==> src/rtl/sha256_pkg.sv <==
// Shared word types and adder slicing defaults for the SHA-256 datapath.
package sha256_pkg;
  localparam int WORD_W      = 32;
  localparam int CPA_CHUNK_W = 8;

  typedef logic [WORD_W-1:0] word_t;
endpackage

==> src/rtl/cpa_stage.sv <==
// One carry-propagate adder slice: registered result chunk, carry-out and valid.
module cpa_stage
  import sha256_pkg::*;
#(
  parameter int CHUNK_W = CPA_CHUNK_W
) (
  input  logic               clk,
  input  logic               rst_n,
  input  logic               en,
  input  logic               in_valid,
  input  logic [CHUNK_W-1:0] a,
  input  logic [CHUNK_W-1:0] b,
  input  logic               cin,
  output logic               out_valid,
  output logic [CHUNK_W-1:0] sum,
  output logic               cout
);
  logic [CHUNK_W:0] add;

  assign add = {1'b0, a} + {1'b0, b} + {{CHUNK_W{1'b0}}, cin};

  always_ff @(posedge clk) begin
    if (!rst_n) begin
      out_valid <= 1'b0;
      sum       <= '0;
      cout      <= 1'b0;
    end else if (en) begin
      out_valid <= in_valid;
      sum       <= add[CHUNK_W-1:0];
      cout      <= add[CHUNK_W];
    end
  end
endmodule

==> src/rtl/csa_resolver.sv <==
// Resolves a carry-save (sum, carry) pair into one binary word through a
// chunked, pipelined carry-propagate adder with a single global stall.
module csa_resolver
  import sha256_pkg::*;
#(
  parameter int WIDTH   = WORD_W,
  parameter int CHUNK_W = CPA_CHUNK_W
) (
  input  logic             clk,
  input  logic             rst_n,
  input  logic             in_valid,
  output logic             in_ready,
  input  logic [WIDTH-1:0] s_in,
  input  logic [WIDTH-1:0] c_in,
  output logic             out_valid,
  input  logic             out_ready,
  output logic [WIDTH-1:0] out_sum,
  output logic             out_cout
);
  localparam int STAGES = WIDTH / CHUNK_W;

  logic             adv;
  logic [WIDTH-1:0] b;
  logic [STAGES:0]  vld_pipe;
  logic [STAGES:0]  carry;

  // Shift drops c_in's MSB: its weight 2^WIDTH is outside the result.
  assign b           = c_in << 1;
  assign adv         = !out_valid || out_ready;
  assign in_ready    = adv;
  assign vld_pipe[0] = in_valid;
  assign carry[0]    = 1'b0;

  genvar k;
  for (k = 0; k < STAGES; k++) begin : g_stage
    localparam int SW = WIDTH - k * CHUNK_W;   // chunks k..STAGES-1 still pending
    localparam int DW = (k + 1) * CHUNK_W;     // chunks 0..k already resolved
    logic [SW-1:0]      s_skew;
    logic [SW-1:0]      b_skew;
    logic [CHUNK_W-1:0] sum;
    logic [DW-1:0]      acc;

    if (k == 0) begin : g_head
      assign s_skew = s_in;
      assign b_skew = b;
      assign acc    = sum;
    end else begin : g_body
      logic [DW-CHUNK_W-1:0] lo;

      always_ff @(posedge clk) begin
        if (!rst_n) begin
          s_skew <= '0;
          b_skew <= '0;
          lo     <= '0;
        end else if (adv) begin
          s_skew <= g_stage[k-1].s_skew[SW+CHUNK_W-1:CHUNK_W];
          b_skew <= g_stage[k-1].b_skew[SW+CHUNK_W-1:CHUNK_W];
          lo     <= g_stage[k-1].acc;
        end
      end

      assign acc = {sum, lo};
    end

    cpa_stage #(.CHUNK_W(CHUNK_W)) u_cpa (
      .clk       (clk),
      .rst_n     (rst_n),
      .en        (adv),
      .in_valid  (vld_pipe[k]),
      .a         (s_skew[CHUNK_W-1:0]),
      .b         (b_skew[CHUNK_W-1:0]),
      .cin       (carry[k]),
      .out_valid (vld_pipe[k+1]),
      .sum       (sum),
      .cout      (carry[k+1])
    );
  end

  assign out_valid = vld_pipe[STAGES];
  assign out_cout  = carry[STAGES];
  assign out_sum   = g_stage[STAGES-1].acc;
endmodule

==> config.mk <==
export PLATFORM = sky130hd
export DESIGN_NAME = csa_resolver
export DESIGN_NICKNAME = d
export VERILOG_FILES = /design/src/rtl/sha256_pkg.sv /design/src/rtl/cpa_stage.sv /design/src/rtl/csa_resolver.sv
export SDC_FILE = /design/constraint.sdc
export NUM_CORES = 1
export LEC_CHECK = 0
export CORE_MARGIN = 8
export CORE_UTILIZATION = 55
export CTS_BUF_LIST = sky130_fd_sc_hd__clkbuf_16
export DETAILED_ROUTE_END_ITERATION = 12
export GPL_TIMING_DRIVEN = 0
export PLACE_DENSITY = 0.83
export SLEW_MARGIN = 20
export SYNTH_ARGS = -nofsm -noshare
export SYNTH_HDL_FRONTEND = slang
export SYNTH_SLANG_ARGS = --single-unit
==> constraint.sdc <==
create_clock -name clk -period 2.5 [get_ports clk]
set_input_delay 0.75 -clock clk [delete_from_list [all_inputs] [get_ports clk]]
set_output_delay 0.75 -clock clk [all_outputs]
set_load 0.05 [all_outputs]
; ---- After elaboration in Yosys (flattened, before gate mapping)
; Index checks and enable logic that the tools add are counted.
; W data, S select, Z words.
[classes]
n_reduce_logical = 2
n_addsub = 7
[op_table]
columns = cell, count
row1 = $add A8 B8 Y9, 4
row2 = $add A9 B1 Y9, 3
row3 = $logic_not A1 Y1, 1
row4 = $logic_or A1 B1 Y1, 1
[word_totals]
input_bits = 68
elab_cells = 30
ff_bits = 184
out_inout_bits = 35

; ---- Longest topological paths before layout
[depth]
depth_word = 2
depth_mapped = 7
depth_no_buf = 6

; ---- Cells and area by module
; A second synthesis with hierarchy kept.
[unflattened]
cells_unflattened = 839
area_unflattened_um2 = 8291.7
[modules_own_cells]
columns = mod, seq_area_each_um2, area_each_um2, cells_each, n_inst
row1 = csa_resolver, 2882.8, 5485.3, 547, 1
row2 = cpa_stage at g_stage[2].u_cpa ..., 200.2, 701.9, 73, 2
row3 = cpa_stage at g_stage[1].u_cpa, 200.2, 704.4, 73, 1
row4 = cpa_stage at g_stage[0].u_cpa, 200.2, 698.2, 73, 1

; ---- Worst setup path before layout
; No wires, ideal clock.
[synth_path]
path_type = input to output
startpoint = input out_ready
endpoint = output in_ready
path_slack_ps = 27
n_path_buf = 3
arrival_time_ps = 1723
path_stages = 5
required_ps = 1750
path_cell_list = nor2b_4 buf_6 inv_6 buf_2 clkbuf_1
[synth_via]
elab_chain_len = 1
[synth_lines]
columns = item, line_no
row1 = from (decl), csa_resolver.sv:16  ; input logic out_ready,
row2 = $logic_or A1 B1 Y1, csa_resolver.sv:29  ; assign adv = !out_valid || out_ready;
row3 = to (decl), csa_resolver.sv:12  ; output logic in_ready,
; Every way passes these cells.

; ---- Worst setup path after layout
; Same ends and word-level chain as after synthesis.

==> results.sh <==
export IMPL_grt_pass1_vias=6577
export IMPL_start_util=0.566
export IMPL_use_met3=0.0434
export IMPL_timing_fmax_mhz=403
export IMPL_arrival_ns=1.73
export IMPL_cts_root_buf="clkbuf_16"
export IMPL_post_route_period_util=0.993
export IMPL_dpl_cell_count=1201
export IMPL_cts_setup_buffers=0
export IMPL_power_density_nw_per_um2=665
export IMPL_ir_drop_mv=0.528
export IMPL_hold_viol=0
export IMPL_clk_path_buf_depth=2
export IMPL_ys_top_cells_by_area="dfxtp_1, nand2_1, a21boi_0"
export IMPL_timing_slew_headroom=0.529
export IMPL_ant_nets=0
export IMPL_wl_per_cell_um=16.3
export IMPL_drc_errors=0
export IMPL_critical_path_required_ns=1.75
export IMPL_synth_seq_cells=184
export IMPL_worstPathCellList="clkdlybuf4s50_1 -> nor2b_4 -> buf_6 -> inv_12 -> buf_12"
export IMPL_final_cells=1232
export IMPL_fp_dieArea_sq_um=18400
export IMPL_cts_tree="built"
export IMPL_die_w_um=136
export IMPL_finalWorstPathRequiredPeriod_ns=2.48
export IMPL_synthFlopType="dfxtp_1"
export IMPL_antenna_found_initial=0
export IMPL_routed_wl_um=20000
export IMPL_io_pins=103
export IMPL_synth_most_common_cell="nand2_1"
export IMPL_layout_nets=1142
export IMPL_synthDistinctLibCells=46
export IMPL_clock_sinks=184
export IMPL_crit_start="out_ready"
export IMPL_top_usage_layer="met2"
export IMPL_die_y_um=136
export IMPL_worstSetupPathType="input port to output port"
export IMPL_grt_pass1_wl_um=32600
export IMPL_reg2reg_from="g_stage[3].s_skew[0]$_SDFFE_PN0P_"
export IMPL_syn_avg_cell_area_sq_um=8.56
export IMPL_endpoint_kind="output port"
export IMPL_setup_viol=0
export IMPL_skew_ns=0.00574
export IMPL_worst_pin_slew_ns=0.706
export IMPL_row_count=43
export IMPL_yosysTopAreaCellShare=0.467
export IMPL_worstHoldStart="g_stage[3].u_cpa.sum[6]$_SDFFE_PN0P_"
export IMPL_status="finished, final reports clean"
export IMPL_grt_ovfl_total=0
export IMPL_dp_hpwl_um=14700
export IMPL_drv_cap=0
export IMPL_p_leak_nw=3.80
export IMPL_vias=6664
export IMPL_drt_iter0_drc=407
export IMPL_dp_slack_ns=-1.39
export IMPL_gp_routability_congestion=0.864
export IMPL_critical_path_max_stage_delay_ns=0.45
export IMPL_start_kind="input port"
export IMPL_hp_class="flip-flop to flip-flop"
export IMPL_drtPass1Iterations=4
export IMPL_synth_area_leader_cell="dfxtp_1"
export IMPL_ctsHoldBuffers=0
export IMPL_worstPathMaxFanout=12
export IMPL_clk_pin_slew_ns=0.07
export IMPL_htreeDepth=4
export IMPL_syn_nets=1024
export IMPL_met1_usage=0.288
export IMPL_drive_gt1_frac=0.0542
export IMPL_yosysWarnings=0
export IMPL_ys_seq_area_frac=0.467
export IMPL_synthArstFlopShare=0
export IMPL_cts_buffers=17
export IMPL_yosys_top_cells_count="nand2_1, dfxtp_1, a21boi_0, clkbuf_1, ha_1"
export IMPL_grt_start_max_net_pins=25
export IMPL_synth_edff_count=0
export IMPL_netlist_area_sq_um=7880
export IMPL_syn_instance_count=921
export IMPL_grt_use_met2=0.361
export IMPL_numPortBuffers=100
export IMPL_core_sq_um=13900
export IMPL_area_growth_pct=22.9
export IMPL_track_usage=0.225
export IMPL_fin_ws_ns=0.0163
export IMPL_viasPerCell=5.41
export IMPL_insertion_delay_ns=0.43
export IMPL_critical_path_slowest_cell="clkdlybuf4s50_1"
export IMPL_rsz0062_at_grt="false"
export IMPL_antennaDiodeCount=0
export IMPL_slew_viol_final=0
[worst max-delay path: cells and delay by family]
family                 cells  cell delay (ns)
buffers and inverters      4             0.84
AND/OR/NAND/NOR            1             0.13
[timing repair]
action	in CTS	in global routing
resized for setup	11	0
pin swaps	0	0
gates cloned	0	1
endpoints found under the setup margin	1	1
[power breakdown]
group / internal [W] / switching, W / leakage (nW)
clock: 0.00145 / 0.00112 / 0.257
combinational: 0.000320 / 0.000360 / 2.03
sequential: 0.00309 / 0.0000949 / 1.51
total: 0.00486 / 0.00158 / 3.80
[metal layers]
layer | wire length (um) | vias to the layer above | part of all wire
li1 | - | 3330 | -
met1 | 9310 | 3100 | 0.46
met2 | 9160 | 203 | 0.46
met3 | 1050 | 31 | 0.053
met4 | 523 | 0 | 0.026
met5 | 0 | - | 0
[final timing paths]
kind | cells past startpoint | slack [ns] | end
hold / removal | 2 | 0.45 | g_stage[3].u_cpa.sum[6]$_SDFFE_PN0P_
setup reg to reg | 6 | 0.29 | g_stage[3].u_cpa.cout$_SDFFE_PN0P_
setup / recovery | 5 | 0.02 | in_ready
hold reg to reg | 2 | 0.45 | g_stage[3].u_cpa.sum[6]$_SDFFE_PN0P_
[registers in the layout (all words and copies together), names as in the netlist]
register,count
g_stage.g_body.lo,48
g_stage.b_skew,48
g_stage.u_cpa.cout,4
g_stage.u_cpa.out_valid,4
g_stage.s_skew,48
g_stage.u_cpa.sum,32
[cells in the final DEF, fill, tap and decap left out, types with 4 or more instances in the layout]
cell             netlist  routed
nand2_1              330     330
nand4_1                4       4
fa_1                   7       7
dfxtp_1              184     184
o21ai_0               15      15
clkbuf_16              0      17
o221ai_1               4       4
nand2b_1               4       4
clkbuf_1              40      39
nand3_1                4       4
a21o_1                11      11
ha_1                  28      28
a21oi_1               23      23
a31oi_1                4       4
inv_1                  3       4
o211a_1                4       4
nor2_1                 6       6
buf_2                 20      19
xnor2_1               10      10
clkinvlp_4             0       7
nand3b_1               7       7
clkdlybuf4s50_1        0      99
a21boi_0             156     156
o21ai_1                6       6
[area by class of cell]
| type | instances | area (sq um) |
|---|---|---|
| repair buffers | 100 | 1010 |
| plain buffers | 61 | 268 |
| flip-flops and latches | 184 | 3680 |
| inverters | 4 | 27.5 |
| well taps | 180 | 225 |
| clock buffers | 17 | 425 |
| fillers | 1141 | 4250 |
| repair inverters | 1 | 8.76 |
| multi-input cells | 670 | 3900 |
| clock inverters | 15 | 138 |
[kinds of logic after synthesis]
family | Yosys count | synth area share
XOR/XNOR | 13 | 0.0144
buffers and inverters | 67 | 0.0376
flip-flops | 184 | 0.467
multiplexers | 3 | 0.00429
adder cells (fa/ha/maj) | 35 | 0.0622
AO/OA/AOI/OAI | 239 | 0.216
AND/OR/NAND/NOR | 380 | 0.198
[metrics by stage]
step                      hold WS (ns)   util  setup TNS (ns)  total power [W]  cell area, sq um
after detailed placement         0.440  0.654           -6.27          0.00392              9110
after global routing             0.475  0.695               0          0.00668              9690
after global placement           0.436  0.654           -3.55          0.00390              9110
after floorplan                  0.425      -               0          0.00364              7880
after CTS                        0.451  0.695               0          0.00646              9680
final                            0.450  0.695               0          0.00644              9690
Note: power is estimated with default switching activity, not from simulation.
